<file path="src/rtl/charlieplex_scanner.sv">
// Charlieplex pixel scanner: per-pixel PWM slot with dead time, double-buffered brightness banks.
// Optional build macro CHARLIEPLEX_SKIP_DARK_EN: dark pixels take a single cycle instead of a full slot.
//
// state | meaning
// IDLE  | display blanked, waiting for enable; pending swap executes here
// DEAD  | pixel selected, LED off (blanking before ON window)
// ON    | PWM window, LED lit for the first b cycles
module charlieplex_scanner #(
  parameter  int PIXELCOUNT = 12,
  parameter  int BRIGHTBITS = 4,
  parameter  int DEADTIME   = 2,
  localparam int IDXBITS    = $clog2(PIXELCOUNT)
) (
  input  logic                  clk,
  input  logic                  rst_n,
  input  logic                  enable,
  input  logic                  wr_en,
  input  logic [IDXBITS-1:0]    wr_addr,
  input  logic [BRIGHTBITS-1:0] wr_data,
  input  logic                  swap_req,
  output logic                  swap_ack,
  output logic                  frame_start,
  output logic [IDXBITS-1:0]    led_index,
  output logic                  led_enable
);

  localparam int PW   = 2**BRIGHTBITS - 1;
  localparam int CNTW = (BRIGHTBITS > $clog2(DEADTIME+1)) ? BRIGHTBITS : $clog2(DEADTIME+1);

  typedef enum logic [1:0] {IDLE, DEAD, ON} state_e;

  state_e                state_q, state_d;
  logic [IDXBITS-1:0]    pix_q, pix_d, nxt_pix, ent_pix;
  logic [CNTW-1:0]       cnt_q, cnt_d;
  logic [BRIGHTBITS-1:0] bright_q, bright_d, cur_b;
  logic                  sel_q, sel_d, pend_q, pend_d, pend_now;
  logic                  enter, do_swap;
  logic [IDXBITS-1:0]    led_index_q, led_index_d;
  logic                  led_enable_q, led_enable_d;
  logic                  frame_start_q, frame_start_d;
  logic                  swap_ack_q, swap_ack_d;
  logic [BRIGHTBITS-1:0] bank_q [2][PIXELCOUNT];
`ifdef CHARLIEPLEX_SKIP_DARK_EN
  logic [BRIGHTBITS-1:0] nxt_b;
`endif

  always_comb begin
    state_d       = state_q;
    pix_d         = pix_q;
    cnt_d         = cnt_q;
    bright_d      = bright_q;
    sel_d         = sel_q;
    pend_now      = pend_q | swap_req;
    pend_d        = pend_now;
    frame_start_d = 1'b0;
    swap_ack_d    = 1'b0;
    enter         = 1'b0;
    do_swap       = 1'b0;
    ent_pix       = '0;
    cur_b         = bank_q[sel_q][pix_q];
    nxt_pix       = (pix_q == IDXBITS'(PIXELCOUNT-1)) ? '0 : pix_q + IDXBITS'(1);

    if (!enable) begin
      state_d = IDLE;
      if (state_q == IDLE && pend_now) do_swap = 1'b1;
    end else begin
      case (state_q)
        IDLE: begin
          enter   = 1'b1;
          ent_pix = '0;
        end
        DEAD: begin
          if (cnt_q == '0) begin
`ifdef CHARLIEPLEX_SKIP_DARK_EN
            if (cur_b == '0) begin
              enter   = 1'b1;
              ent_pix = nxt_pix;
            end else
`endif
            begin
              state_d  = ON;
              cnt_d    = CNTW'(PW-1);
              bright_d = cur_b;
            end
          end else begin
            cnt_d = cnt_q - CNTW'(1);
          end
        end
        ON: begin
          if (cnt_q == '0) begin
            enter   = 1'b1;
            ent_pix = nxt_pix;
          end else begin
            cnt_d = cnt_q - CNTW'(1);
          end
        end
        default: state_d = IDLE;
      endcase
    end

    if (enter) begin
      state_d = DEAD;
      pix_d   = ent_pix;
      cnt_d   = CNTW'(DEADTIME-1);
      if (ent_pix == '0) begin
        frame_start_d = 1'b1;
        if (pend_now) do_swap = 1'b1;
      end
    end

    if (do_swap) begin
      sel_d      = ~sel_q;
      swap_ack_d = 1'b1;
      pend_d     = 1'b0;
    end

`ifdef CHARLIEPLEX_SKIP_DARK_EN
    // Dark pixel on entry: single-cycle DEAD, then straight on to the next pixel.
    nxt_b = bank_q[sel_d][pix_d];
    if (enter && nxt_b == '0) cnt_d = '0;
`endif

    led_index_d  = pix_d;
    led_enable_d = (state_d == ON) && (int'(cnt_d) + int'(bright_d) >= PW);
  end

  always_ff @(posedge clk or negedge rst_n) begin
    if (!rst_n) begin
      state_q       <= IDLE;
      pix_q         <= '0;
      cnt_q         <= '0;
      bright_q      <= '0;
      sel_q         <= 1'b0;
      pend_q        <= 1'b0;
      led_index_q   <= '0;
      led_enable_q  <= 1'b0;
      frame_start_q <= 1'b0;
      swap_ack_q    <= 1'b0;
    end else begin
      state_q       <= state_d;
      pix_q         <= pix_d;
      cnt_q         <= cnt_d;
      bright_q      <= bright_d;
      sel_q         <= sel_d;
      pend_q        <= pend_d;
      led_index_q   <= led_index_d;
      led_enable_q  <= led_enable_d;
      frame_start_q <= frame_start_d;
      swap_ack_q    <= swap_ack_d;
    end
  end

  // Host writes land in the bank that is back at the time of the write.
  always_ff @(posedge clk or negedge rst_n) begin
    if (!rst_n) begin
      for (int b = 0; b < 2; b++)
        for (int p = 0; p < PIXELCOUNT; p++)
          bank_q[b][p] <= '0;
    end else if (wr_en && ({1'b0, wr_addr} < (IDXBITS+1)'(PIXELCOUNT))) begin
      bank_q[~sel_q][wr_addr] <= wr_data;
    end
  end

  assign led_index   = led_index_q;
  assign led_enable  = led_enable_q;
  assign frame_start = frame_start_q;
  assign swap_ack    = swap_ack_q;

endmodule

</file>
<file path="config.mk">
export PLATFORM = sky130hd
export DESIGN_NAME = charlieplex_scanner
export DESIGN_NICKNAME = d
export VERILOG_FILES = /design/src/rtl/charlieplex_scanner.sv
export SDC_FILE = /design/constraint.sdc
export NUM_CORES = 1
export LEC_CHECK = 0
export ABC_AREA = 1
export CORE_AREA = 2 2 113 115
export CTS_BUF_LIST = sky130_fd_sc_hd__clkbuf_16
export CTS_CLUSTER_SIZE = 25
export DETAILED_ROUTE_END_ITERATION = 12
export DIE_AREA = 0 0 115 117
export PLACE_DENSITY = 0.65
export SLEW_MARGIN = 15
export SYNTH_ARGS = -nofsm -noshare
export SYNTH_HDL_FRONTEND = slang
export SYNTH_SLANG_ARGS = --single-unit
</file>
<file path="constraint.sdc">
create_clock -name clk -period 3.1 [get_ports clk]
set_input_delay 0.775 -clock clk [delete_from_list [all_inputs] [get_ports clk]]
set_output_delay 0.775 -clock clk [all_outputs]
set_load 0.02 [all_outputs]
</file>
==> results of run 1 <==
## worst paths after layout
kind | endpoint | startpoint
max in group asynchronous | bank_q[76] | rst_n
hold reg to reg | bank_q[6] | bank_q[6]
setup / recovery | led_enable | cnt_q[0]
setup reg to reg | led_enable | cnt_q[0]
hold / removal | bank_q[66] | rst_n
min in group clk | bank_q[6] | bank_q[6]
## synthesized netlist by cell type (all sizes together), types with 3 or more instances
library cell | number | share of area, %
nand2 | 291 | 20
dfrtp | 115 | 49
o21ai | 114 | 9.9
nor2 | 57 | 3.9
inv | 49 | 3.1
nand3 | 46 | 4.0
buf | 17 | 2.1
a21oi | 14 | 1.2
clkbuf | 11 | 0.70
ha | 11 | 2.3
or2 | 5 | 0.53
a21boi | 4 | 0.70
o211ai | 4 | 0.51
nor3 | 3 | 0.53
## metrics by stage
step,utilization [%],instance area (um^2),instances
floorplan,-,5871,748
global placement,50.93,6271,909
detailed placement,50.93,6271,909
CTS,55.79,6869,941
global route,55.79,6869,941
finish,55.79,6869,941
## layer usage
layer,GRT usage [%],vias to the layer above
li1,-,2457
met1,31.66,2337
met2,38.20,101
met3,5.304,21
met4,7.871,0
met5,0,-
## report_power, final
group	internal (uW)	total, uW	switching [uW]	leakage (uW)
Combinational	792	2050	1260	0.00168
Sequential	2040	2330	284	0.00149
Clock	1320	2000	678	0.000295
Total	4150	6370	2220	0.00347
## layout make-up
class,count,area [um^2],share of cell area (%)
Sequential cell,115,2878,41.89
Multi-Input combinational cell,555,2643,38.47
Clock inverter,15,172.7,2.514
Inverter,50,187.7,2.732
Timing Repair Buffer,39,375.4,5.464
Tap cell,150,187.7,2.732
Clock buffer,17,425.4,6.193
## flip-flops by register name (all words and copies together) (netlist names)
signal,flops
swap_ack,1
pend_q,1
led_enable,1
state_q,2
sel_q,1
frame_start,1
bright_q,4
bank_q,96
led_index,4
cnt_q,4
## critical path: cells and delay by family (launching register included)
family	cells	cell delay (ns)
simple gates	7	0.79
fa+ha+maj	3	0.96
compound gates	4	0.47
flops	1	0.35
buf+inv	2	0.16
## cells by family (layout without fill, tap and decap cells)
group,count (synthesis),count (layout),synth area share (%)
simple gates,404,404,29.60
compound gates,138,138,12.57
flops,115,115,49.02
buf+inv,78,121,5.968
fa+ha+maj,12,12,2.685
xor+xnor,1,1,0.1492
==> qor.txt, run 1 <==
RUN STATUS
---------------------------------------------------------------------------------
Result of the run .................................................. finished clean

SYNTHESIS
---------------------------------------------------------------------------------
Synth Cell Area .................................................... 0.005871 mm^2
Count of different cell masters after synthesis ....................           36
Synth warnings .....................................................            0
Top flip-flop cell by instance count after synthesis ...............      dfrtp_1
Post-synthesis register bit count ..................................          115
Syn avg cell area ..................................................   7.848 um^2
Number of enable flip-flop cells after synthesis ...................            0
Share of the yosys chip area belonging to registers ................       49.02%
Total nets after synthesis .........................................          773
Async SR Flop Fraction .............................................       100.0%
Post-synthesis cell count ..........................................          748

CLOCK TREE
---------------------------------------------------------------------------------
H-Tree Depth .......................................................            4
TritonCTS clock tree ...............................................         done
Hold buffers post-CTS ..............................................            0
Number of buffers on the longest clock path ........................            2
Number of clock sinks seen by CTS ..................................          115
Clock insertion delay at the later pin of the skew report ..........      0.42 ns
Clock slew seen by the registers of the worst setup and hold paths .      0.05 ns
Cts bufs inserted ..................................................           17
Post_cts resized ...................................................            0
Clock tree root buffer cell ........................................    clkbuf_16
Setup repair bufs after CTS ........................................            0

SETUP PATH
---------------------------------------------------------------------------------
Required arrival time at the worst endpoint ........................      3.44 ns
Maximum net fanout on the critical path ............................            4
Cell-by-cell trace of the critical path ............................ inv_1, ha_1, nand2_1, inv_1, nand2_2, nor2_2, or2_2, a21boi_2, ha_1, fa_1, nand3_1, nor2_1, o21ai_0, a21oi_1, nand2_1, a21oi_1
Crit path launch type ..............................................     register
Longest individual stage delay on the worst path ...................      0.49 ns
Critical path arrival ..............................................      3.12 ns
Path type of the worst setup path ..................................   reg -> reg
Type of element capturing the critical path ........................     register
Crit path max-delay cell type ......................................         fa_1
Worst Reg-to-Reg Cells .............................................           16
Setup slack, reg-to-reg ............................................      0.32 ns

ROUTING
---------------------------------------------------------------------------------
Average via count per standard cell ................................        5.224
Wire length reported by the detailed router ........................     14220 um
Number of nets still failing antenna checks after routing ..........            0
Per-cell routed wire length ........................................     15.11 um
Metal-1 WL .........................................................      6567 um
Total iterations of the first detailed-routing run .................            5
Starting DRT DRC Count .............................................          387
DR WL met3 .........................................................       667 um
DRC viols ..........................................................            0
Top routing layer in use ...........................................         met4
Via count ..........................................................         4916
Length of routed met2 wiring .......................................      6756 um

FINISH
---------------------------------------------------------------------------------
Layout fillers .....................................................         1156
Layout overhead on the synthesized area ............................       17.01%
NumNets Final ......................................................          803
Fraction of layout instances using a drive strength above 1 ........       10.87%
Most common cell after layout, fill and taps aside .................      nand2_1
Number of diodes added for antenna fixing ..........................            0
Top library cells by usage in the layout, fill and taps aside ...... nand2_1 (269), dfrtp_1 (115), o21ai_0 (109)

PLACE
---------------------------------------------------------------------------------
Post-Place Worst Slack .............................................   0.02971 ns
Total of buffers placed on input and output ports ..................           19
Final HPWL DP ......................................................      9629 um
Final Wtd Congestion ...............................................       0.8269

TIMING
---------------------------------------------------------------------------------
Unrepaired setup endpoints after global routing ....................           no
Worst-case setup margin in the final layout ........................    0.3162 ns
Worst slew pin tran ................................................     1.038 ns
Final setup violating endpoints ....................................            0
Post-Route Skew ....................................................  0.006868 ns
Final count of hold timing violations ..............................            0
Slew Viols, Final ..................................................            0
Worst-case hold slack ..............................................    0.3471 ns
Final worst path period share ......................................       89.80%
Achievable frequency ...............................................    359.2 MHz
Slew headroom ......................................................       30.57%
Period minus WS final ..............................................     2.784 ns
Setup TNS Final ....................................................         0 ns

DIE
---------------------------------------------------------------------------------
Cell Rows ..........................................................           41
Top-level I/O count ................................................           20
Core area .......................................................... 0.01231 mm^2
Total Die Area ..................................................... 0.01346 mm^2
Starting utilization of the core area ..............................       47.68%
Die span in x ......................................................       115 um
Die H ..............................................................       117 um

POWER
---------------------------------------------------------------------------------
Power per cell area ................................................ 927.3 mW/mm^2
Peak supply drop ...................................................     464.2 uV
Static Leak ........................................................  0.003466 uW
Overall Power ......................................................      6370 uW

GLOBAL ROUTE
---------------------------------------------------------------------------------
Overall fraction of global-route tracks in use .....................       23.58%
Global route total overflow ........................................            0
Pin count of the biggest net entering global routing ...............           54
Global-route wire length before repair .............................     24220 um
Vias in the first global route .....................................         4867
Number of antenna violations at the first check in global routing ..            0

JOB
---------------------------------------------------------------------------------
Number of maximum-capacitance constraint violations ................            0

HOLD PATH
---------------------------------------------------------------------------------
Class of the tightest hold or removal check ........................  in -> async

(Power assumes the default switching activity.)
==> inputs of run 2 (changes only) <==
--- a/config.mk
+++ b/config.mk
@@ -6,12 +6,11 @@
 export NUM_CORES = 1
 export LEC_CHECK = 0
 export ABC_AREA = 1
-export CORE_AREA = 2 2 113 115
+export CORE_AREA = 2 2 118 120
 export CTS_BUF_LIST = sky130_fd_sc_hd__clkbuf_16
 export CTS_CLUSTER_SIZE = 25
 export DETAILED_ROUTE_END_ITERATION = 12
-export DIE_AREA = 0 0 115 117
-export PLACE_DENSITY = 0.65
+export DIE_AREA = 0 0 120 122
 export SLEW_MARGIN = 15
 export SYNTH_ARGS = -nofsm -noshare
 export SYNTH_HDL_FRONTEND = slang
==> qor.txt, run 2 (synthesis results as in run 1) <==
JOB
----------------------------------------------------------------------------------
Number of maximum-capacitance constraint violations .................            0   unchanged

ROUTING
----------------------------------------------------------------------------------
DR WL met3 ..........................................................       684 um   +2.5%
Metal-1 WL ..........................................................      6608 um   +0.62%
Top routing layer in use ............................................         met4
Per-cell routed wire length .........................................     14.68 um   -2.9%
Starting DRT DRC Count ..............................................          341   -12%
DRC viols ...........................................................            0   unchanged
Wire length reported by the detailed router .........................     14280 um   +0.45%
Length of routed met2 wiring ........................................      6781 um   +0.37%
Via count ...........................................................         4965   +1.0%
Total iterations of the first detailed-routing run ..................            5   unchanged
Number of nets still failing antenna checks after routing ...........            0   unchanged
Average via count per standard cell .................................        5.103   -2.3%

TIMING
----------------------------------------------------------------------------------
Slew Viols, Final ...................................................            0   unchanged
Unrepaired setup endpoints after global routing .....................           no
Slew headroom .......................................................       47.94%   +17 points
Period minus WS final ...............................................     2.785 ns   +0.001161 ns
Final worst path period share .......................................       89.84%   about the same
Setup TNS Final .....................................................         0 ns   unchanged
Worst slew pin tran .................................................    0.7780 ns   -0.2595 ns
Final setup violating endpoints .....................................            0   unchanged
Final count of hold timing violations ...............................            0   unchanged
Achievable frequency ................................................    359.1 MHz   about the same
Post-Route Skew .....................................................  0.005687 ns   -0.001181 ns

POWER
----------------------------------------------------------------------------------
Overall Power .......................................................      6380 uW   +0.16%
Clock network power share ...........................................        31.3%   about the same
Internal Pwr Total ..................................................      4119 uW   -0.80%
Reported net switching power ........................................      2261 uW   +2.0%
Switching share of power ............................................       35.44%   +0.63 points
Power per cell area ................................................. 920.4 mW/mm^2   -0.74%
Static Leak .........................................................  0.003466 uW   about the same
Peak supply drop ....................................................     383.9 uV   -17%
Combinational cell fraction of total power ..........................        32.2%   about the same
Sequential Power Share ..............................................        36.5%   about the same

GLOBAL ROUTE
----------------------------------------------------------------------------------
Pin count of the biggest net entering global routing ................           56   +3.7%
Number of antenna violations at the first check in global routing ...            0   unchanged
Overall fraction of global-route tracks in use ......................       21.63%   -2.0 points
Vias in the first global route ......................................         4921   +1.1%
Global route total overflow .........................................            0   unchanged
Global-route wire length before repair ..............................     24490 um   +1.1%

SETUP PATH
----------------------------------------------------------------------------------
Worst reg2reg path startpoint .......................................     cnt_q[0]
Cell-by-cell trace of the critical path ............................. inv_1, ha_1, nand2_1, ha_1, o21ai_0, nand2_1, o211ai_1, ha_1, fa_1, nand3_1, nor2_1, o21ai_0, a21oi_1, nand2_1, a21oi_1
Crit path launch type ...............................................     register
Type of element capturing the critical path .........................     register
Endpoint of the lowest-slack register-to-register path ..............   led_enable
Crit path max-delay cell type .......................................         fa_1
Maximum net fanout on the critical path .............................            4   unchanged
Setup slack, reg-to-reg .............................................      0.32 ns   about the same
Longest individual stage delay on the worst path ....................      0.49 ns   about the same
Critical path arrival ...............................................      3.13 ns   about the same
Required arrival time at the worst endpoint .........................      3.45 ns   about the same
Instance count on the critical path .................................           15   -1
Worst Reg-to-Reg Cells ..............................................           15   -1
Family of cells with the greatest summed delay on the critical path .  adder cells
Path type of the worst setup path ...................................   reg -> reg
Buf+Inv Stages, Crit Path ...........................................            1   -1

FINISH
----------------------------------------------------------------------------------
Number of diodes added for antenna fixing ...........................            0   unchanged
NumNets Final .......................................................          805   +0.25%
Most flop-heavy register ............................................       bank_q
Fraction of layout instances using a drive strength above 1 .........       11.85%   +0.98 points
Layout fillers ......................................................         1287   +11%
Total area of multi-input combinational cells ....................... 0.002643 mm^2   unchanged
Layout overhead on the synthesized area .............................       18.07%
Footprint of the flip-flops and latches ............................. 0.002878 mm^2   unchanged
Top library cells by usage in the layout, fill and taps aside ....... nand2_1 (269), dfrtp_1 (115), o21ai_0 (109)
Most common cell after layout, fill and taps aside ..................      nand2_1
Number of flip-flops under the largest register name ................           96   unchanged
Utilization after layout ............................................       51.33%   -4.5 points

RUN STATUS
----------------------------------------------------------------------------------
Result of the run ................................................... finished clean

DIE
----------------------------------------------------------------------------------
Starting utilization of the core area ...............................       43.47%   -4.2 points
Cell Rows ...........................................................           43   +4.9%
Top-level I/O count .................................................           20   unchanged
Total Die Area ...................................................... 0.01464 mm^2   +8.8%
Die span in x .......................................................       120 um   +4.3%
Core area ........................................................... 0.01350 mm^2   +9.7%
Die H ...............................................................       122 um   +4.3%

PLACE
----------------------------------------------------------------------------------
Final Wtd Congestion ................................................       0.8208   -0.74%
Final HPWL DP .......................................................      9770 um   +1.5%
Total of buffers placed on input and output ports ...................           19   unchanged

CLOCK TREE
----------------------------------------------------------------------------------
TritonCTS clock tree ................................................         done
Clock insertion delay at the later pin of the skew report ...........      0.42 ns   about the same
Post_cts resized ....................................................            0   unchanged
Number of buffers on the longest clock path .........................            2   unchanged
Clock tree root buffer cell .........................................    clkbuf_16
Clock slew seen by the registers of the worst setup and hold paths ..      0.06 ns   about the same
H-Tree Depth ........................................................            4   unchanged
Hold buffers post-CTS ...............................................            0   unchanged
Setup repair bufs after CTS .........................................            0   unchanged
Number of clock sinks seen by CTS ...................................          115   unchanged
Cts bufs inserted ...................................................           17   unchanged

HOLD PATH
----------------------------------------------------------------------------------
Class of the tightest hold or removal check .........................  in -> async

==> run 2: cell types whose count changed in the layout (fill, tap and decap cells not counted) <==
cell	before	now
bufinv_16	4	3
clkinv_4	0	3
inv_1	49	47
buf_4	18	20
inv_6	0	3
clkinv_1	5	1
clkinvlp_4	2	4
clkinv_2	3	2
==> run 2: power groups by stage <==
stage | logic [uW] | registers (uW) | clock network (uW)
after floorplan | 1540 | 2280 | 0
after global placement | 1990 | 2330 | 0
after detailed placement | 2050 | 2350 | 0
after CTS | 2060 | 2320 | 2040
after global routing | 2390 | 2400 | 2110
final | 2060 | 2330 | 2000
==> run 2: per-stage QoR <==
| step | hold WS, ns | setup WS, ns | cell area (um^2) | cells |
|---|---|---|---|---|
| 5_1_grt | 0.4835 | 0.08351 | 6932 | 973 |
| 4_1_cts | 0.4436 | 0.3103 | 6932 | 973 |
| 2_1_floorplan | 0.4478 | 0.5181 | 5871 | 748 |
| 3_3_place_gp | 0.4621 | 0.002779 | 6324 | 941 |
| 3_5_place_dp | 0.4696 | 0.01512 | 6324 | 941 |
| 6_report | 0.4174 | 0.3150 | 6932 | 973 |
==> run 2: worst max path at each step <==
stage	start	to	slack, ns
2_1_floorplan	enable	led_enable	0.52
3_3_place_gp	enable	led_enable	0.003
3_5_place_dp	enable	led_enable	0.02
4_1_cts	sel_q	led_enable	0.31
5_1_grt	sel_q	led_enable	0.08
6_report	cnt_q[0]	led_enable	0.32
==> run 2: cell type report <==
cell class | count | share of cell area [%]
clock buffers | 17 | 6.137
clock inverters | 15 | 2.635
inverters | 50 | 2.708
multi-input cells | 555 | 38.12
flip-flops and latches | 115 | 41.52
well taps | 180 | 3.249
repair buffers | 41 | 5.632
==> run 2: metal layers <==
metal	vias to the layer above	global-route usage (%)
met5	-	0
met4	0	7.132
met3	22	5.103
met2	122	35.26
met1	2354	28.50
li1	2467	-
==> inputs of run 3 (changes only) <==
--- a/config.mk
+++ b/config.mk
@@ -6,11 +6,12 @@
 export NUM_CORES = 1
 export LEC_CHECK = 0
 export ABC_AREA = 1
-export CORE_AREA = 2 2 118 120
+export CORE_AREA = 2 2 133 135
 export CTS_BUF_LIST = sky130_fd_sc_hd__clkbuf_16
 export CTS_CLUSTER_SIZE = 25
 export DETAILED_ROUTE_END_ITERATION = 12
-export DIE_AREA = 0 0 120 122
+export DIE_AREA = 0 0 135 137
+export REMOVE_ABC_BUFFERS = 1
 export SLEW_MARGIN = 15
 export SYNTH_ARGS = -nofsm -noshare
 export SYNTH_HDL_FRONTEND = slang
==> qor.txt, run 3 (synthesis results as in run 1) <==
CLOCK TREE
---------------------------------------------------------------------------------
Post_cts resized ...................................................            0   unchanged
H-Tree Depth .......................................................            4   unchanged
Setup repair bufs after CTS ........................................            0   unchanged
Cts bufs inserted ..................................................           17   unchanged
Number of clock sinks seen by CTS ..................................          115   unchanged
Hold buffers post-CTS ..............................................            0   unchanged
Clock tree root buffer cell ........................................    clkbuf_16
TritonCTS clock tree ...............................................         done
Number of buffers on the longest clock path ........................            2   unchanged
Clock slew seen by the registers of the worst setup and hold paths .      0.05 ns   about the same
Clock insertion delay at the later pin of the skew report ..........      0.42 ns   about the same

FINISH
---------------------------------------------------------------------------------
Top library cells by usage in the layout, fill and taps aside ...... nand2_1 (269), dfrtp_1 (115), o21ai_0 (109)
Layout overhead on the synthesized area ............................       18.73%
Number of diodes added for antenna fixing ..........................            0   unchanged
Final std cell area, no fill ....................................... 0.006970 mm^2   +0.56%
NumNets Final ......................................................          804   -0.12%
Most common cell after layout, fill and taps aside .................      nand2_1
Number of flip-flops under the largest register name ...............           96   unchanged
Fraction of layout instances using a drive strength above 1 ........       10.98%   -0.87 points
Most flop-heavy register ...........................................       bank_q

SETUP PATH
---------------------------------------------------------------------------------
Critical path arrival ..............................................      3.07 ns   -0.06 ns
Crit path launch type ..............................................     register
Path type of the worst setup path ..................................   reg -> reg
Crit path max-delay cell type ......................................         fa_1
Type of element capturing the critical path ........................     register
Maximum net fanout on the critical path ............................            4   unchanged
Cell-by-cell trace of the critical path ............................ inv_1, ha_1, nand2_1, inv_1, nand2_2, nor2_2, or2_2, a21boi_2, ha_1, fa_1, nand3_1, nor2_1, o21ai_0, a21oi_1, nand2_1, a21oi_1
Required arrival time at the worst endpoint ........................      3.45 ns   about the same
Longest individual stage delay on the worst path ...................      0.49 ns   about the same

GLOBAL ROUTE
---------------------------------------------------------------------------------
Pin count of the biggest net entering global routing ...............          116   +110%
Number of antenna violations at the first check in global routing ..            0   unchanged
Vias in the first global route .....................................         4684   -4.8%
Overall fraction of global-route tracks in use .....................       17.09%   -4.5 points
Global route total overflow ........................................            0   unchanged
Global-route wire length before repair .............................     24320 um   -0.71%

TIMING
---------------------------------------------------------------------------------
Slew Viols, Final ..................................................            0   unchanged
Final setup violating endpoints ....................................            0   unchanged
Worst slew pin tran ................................................     1.005 ns   +0.2272 ns
Post-Route Skew ....................................................  0.008050 ns   +0.002363 ns
Unrepaired setup endpoints after global routing ....................           no
Final worst path period share ......................................       87.88%   -2.0 points
Worst-case setup margin in the final layout ........................    0.3757 ns   +0.06069 ns
Setup TNS Final ....................................................         0 ns   unchanged
Slew headroom ......................................................       32.74%   -15 points
Final count of hold timing violations ..............................            0   unchanged
Period minus WS final ..............................................     2.724 ns   -0.06069 ns
Achievable frequency ...............................................    367.1 MHz   +2.2%

ROUTING
---------------------------------------------------------------------------------
Wire length reported by the detailed router ........................     14360 um   +0.53%
DRC viols ..........................................................            0   unchanged
Total iterations of the first detailed-routing run .................            5   unchanged
Via count ..........................................................         4889   -1.5%
Starting DRT DRC Count .............................................          348   +2.1%
Number of nets still failing antenna checks after routing ..........            0   unchanged
Per-cell routed wire length ........................................     14.12 um   -3.8%
Average via count per standard cell ................................        4.807   -5.8%

DIE
---------------------------------------------------------------------------------
Cell Rows ..........................................................           48   +12%
Die H ..............................................................       137 um   +12%
Core area .......................................................... 0.01706 mm^2   +26%
Die span in x ......................................................       135 um   +13%
Total Die Area ..................................................... 0.01850 mm^2   +26%
Top-level I/O count ................................................           20   unchanged
Starting utilization of the core area ..............................       34.42%   -9.1 points

PLACE
---------------------------------------------------------------------------------
Total of buffers placed on input and output ports ..................           19   unchanged
Post-Place Worst Slack .............................................   0.05756 ns   +0.04243 ns
Placed Instance Area ............................................... 0.006372 mm^2   +0.77%
Final Wtd Congestion ...............................................       0.8057   -1.8%
Final HPWL DP ......................................................      9411 um   -3.7%

POWER
---------------------------------------------------------------------------------
Switching share of power ...........................................       34.48%   -0.96 points
Clock network power share ..........................................        31.3%   about the same
Power per cell area ................................................ 910.6 mW/mm^2   -1.1%
Reported net switching power .......................................      2188 uW   -3.2%
Static Leak ........................................................  0.003469 uW   about the same
Internal Pwr Total .................................................      4159 uW   +0.97%
Combinational cell fraction of total power .........................        32.2%   about the same
Sequential Power Share .............................................        36.5%   about the same
Peak supply drop ...................................................     528.8 uV   +38%
Overall Power ......................................................      6347 uW   -0.51%

RUN STATUS
---------------------------------------------------------------------------------
Result of the run .................................................. finished clean

JOB
---------------------------------------------------------------------------------
Number of maximum-capacitance constraint violations ................            0   unchanged

HOLD PATH
---------------------------------------------------------------------------------
Class of the tightest hold or removal check ........................  in -> async

[run 3: per-layer routing]
metal  up-vias  routed length [um]  track usage, %  part of all wire [%]
met5         -                   0               0                     0
met4         0                 380           7.292                   2.6
met3        25                 589           3.889                   4.1
met2       112                6408           26.51                    45
met1      2278                6977           23.00                    49
li1       2474                   -               -                     -
[run 3: cell type report]
cell class | instances | area, um^2
Sequential cell | 115 | 2878
Fill cell | 1752 | 10090
Multi-Input combinational cell | 555 | 2643
Inverter | 50 | 187.7
Tap cell | 225 | 281.5
Clock inverter | 15 | 172.7
Clock buffer | 17 | 425.4
Timing Repair Buffer | 40 | 382.9
[run 3: power groups by stage]
stage	combinational, uW	sequential [uW]	clock [uW]
2_1_floorplan	1340	2360	0
3_3_place_gp	2010	2320	0
3_5_place_dp	2050	2320	0
4_1_cts	2060	2310	2020
5_1_grt	2380	2390	2080
6_report	2040	2320	1990
[run 3: final timing paths]
check,from,to,slack [ns],depth (start not counted)
max,cnt_q[0],led_enable,0.38,16
min,rst_n,state_q[1],0.35,2
max reg2reg,cnt_q[0],led_enable,0.38,16
min reg2reg,bank_q[4],bank_q[4],0.48,2
max in group asynchronous,rst_n,bank_q[31],2.14,2
min in group clk,bank_q[4],bank_q[4],0.48,2
[run 3: per-stage QoR]
stage	hold WS (ns)	utilization [%]	instances
3_5_place_dp	0.4706	37.36	985
2_1_floorplan	0.4478	-	720
3_3_place_gp	0.4622	37.36	985
5_1_grt	0.4537	40.87	1017
4_1_cts	0.4709	40.87	1017
6_report	0.3538	40.87	1017
[run 3: critical path, delay by kind of cell, from the launching register on]
family	cells	cell delay, ns
AND/OR/NAND/NOR	7	0.76
adder cells (fa/ha/maj)	3	0.94
flip-flops	1	0.34
buffers and inverters	2	0.15
AO/OA/AOI/OAI	4	0.46
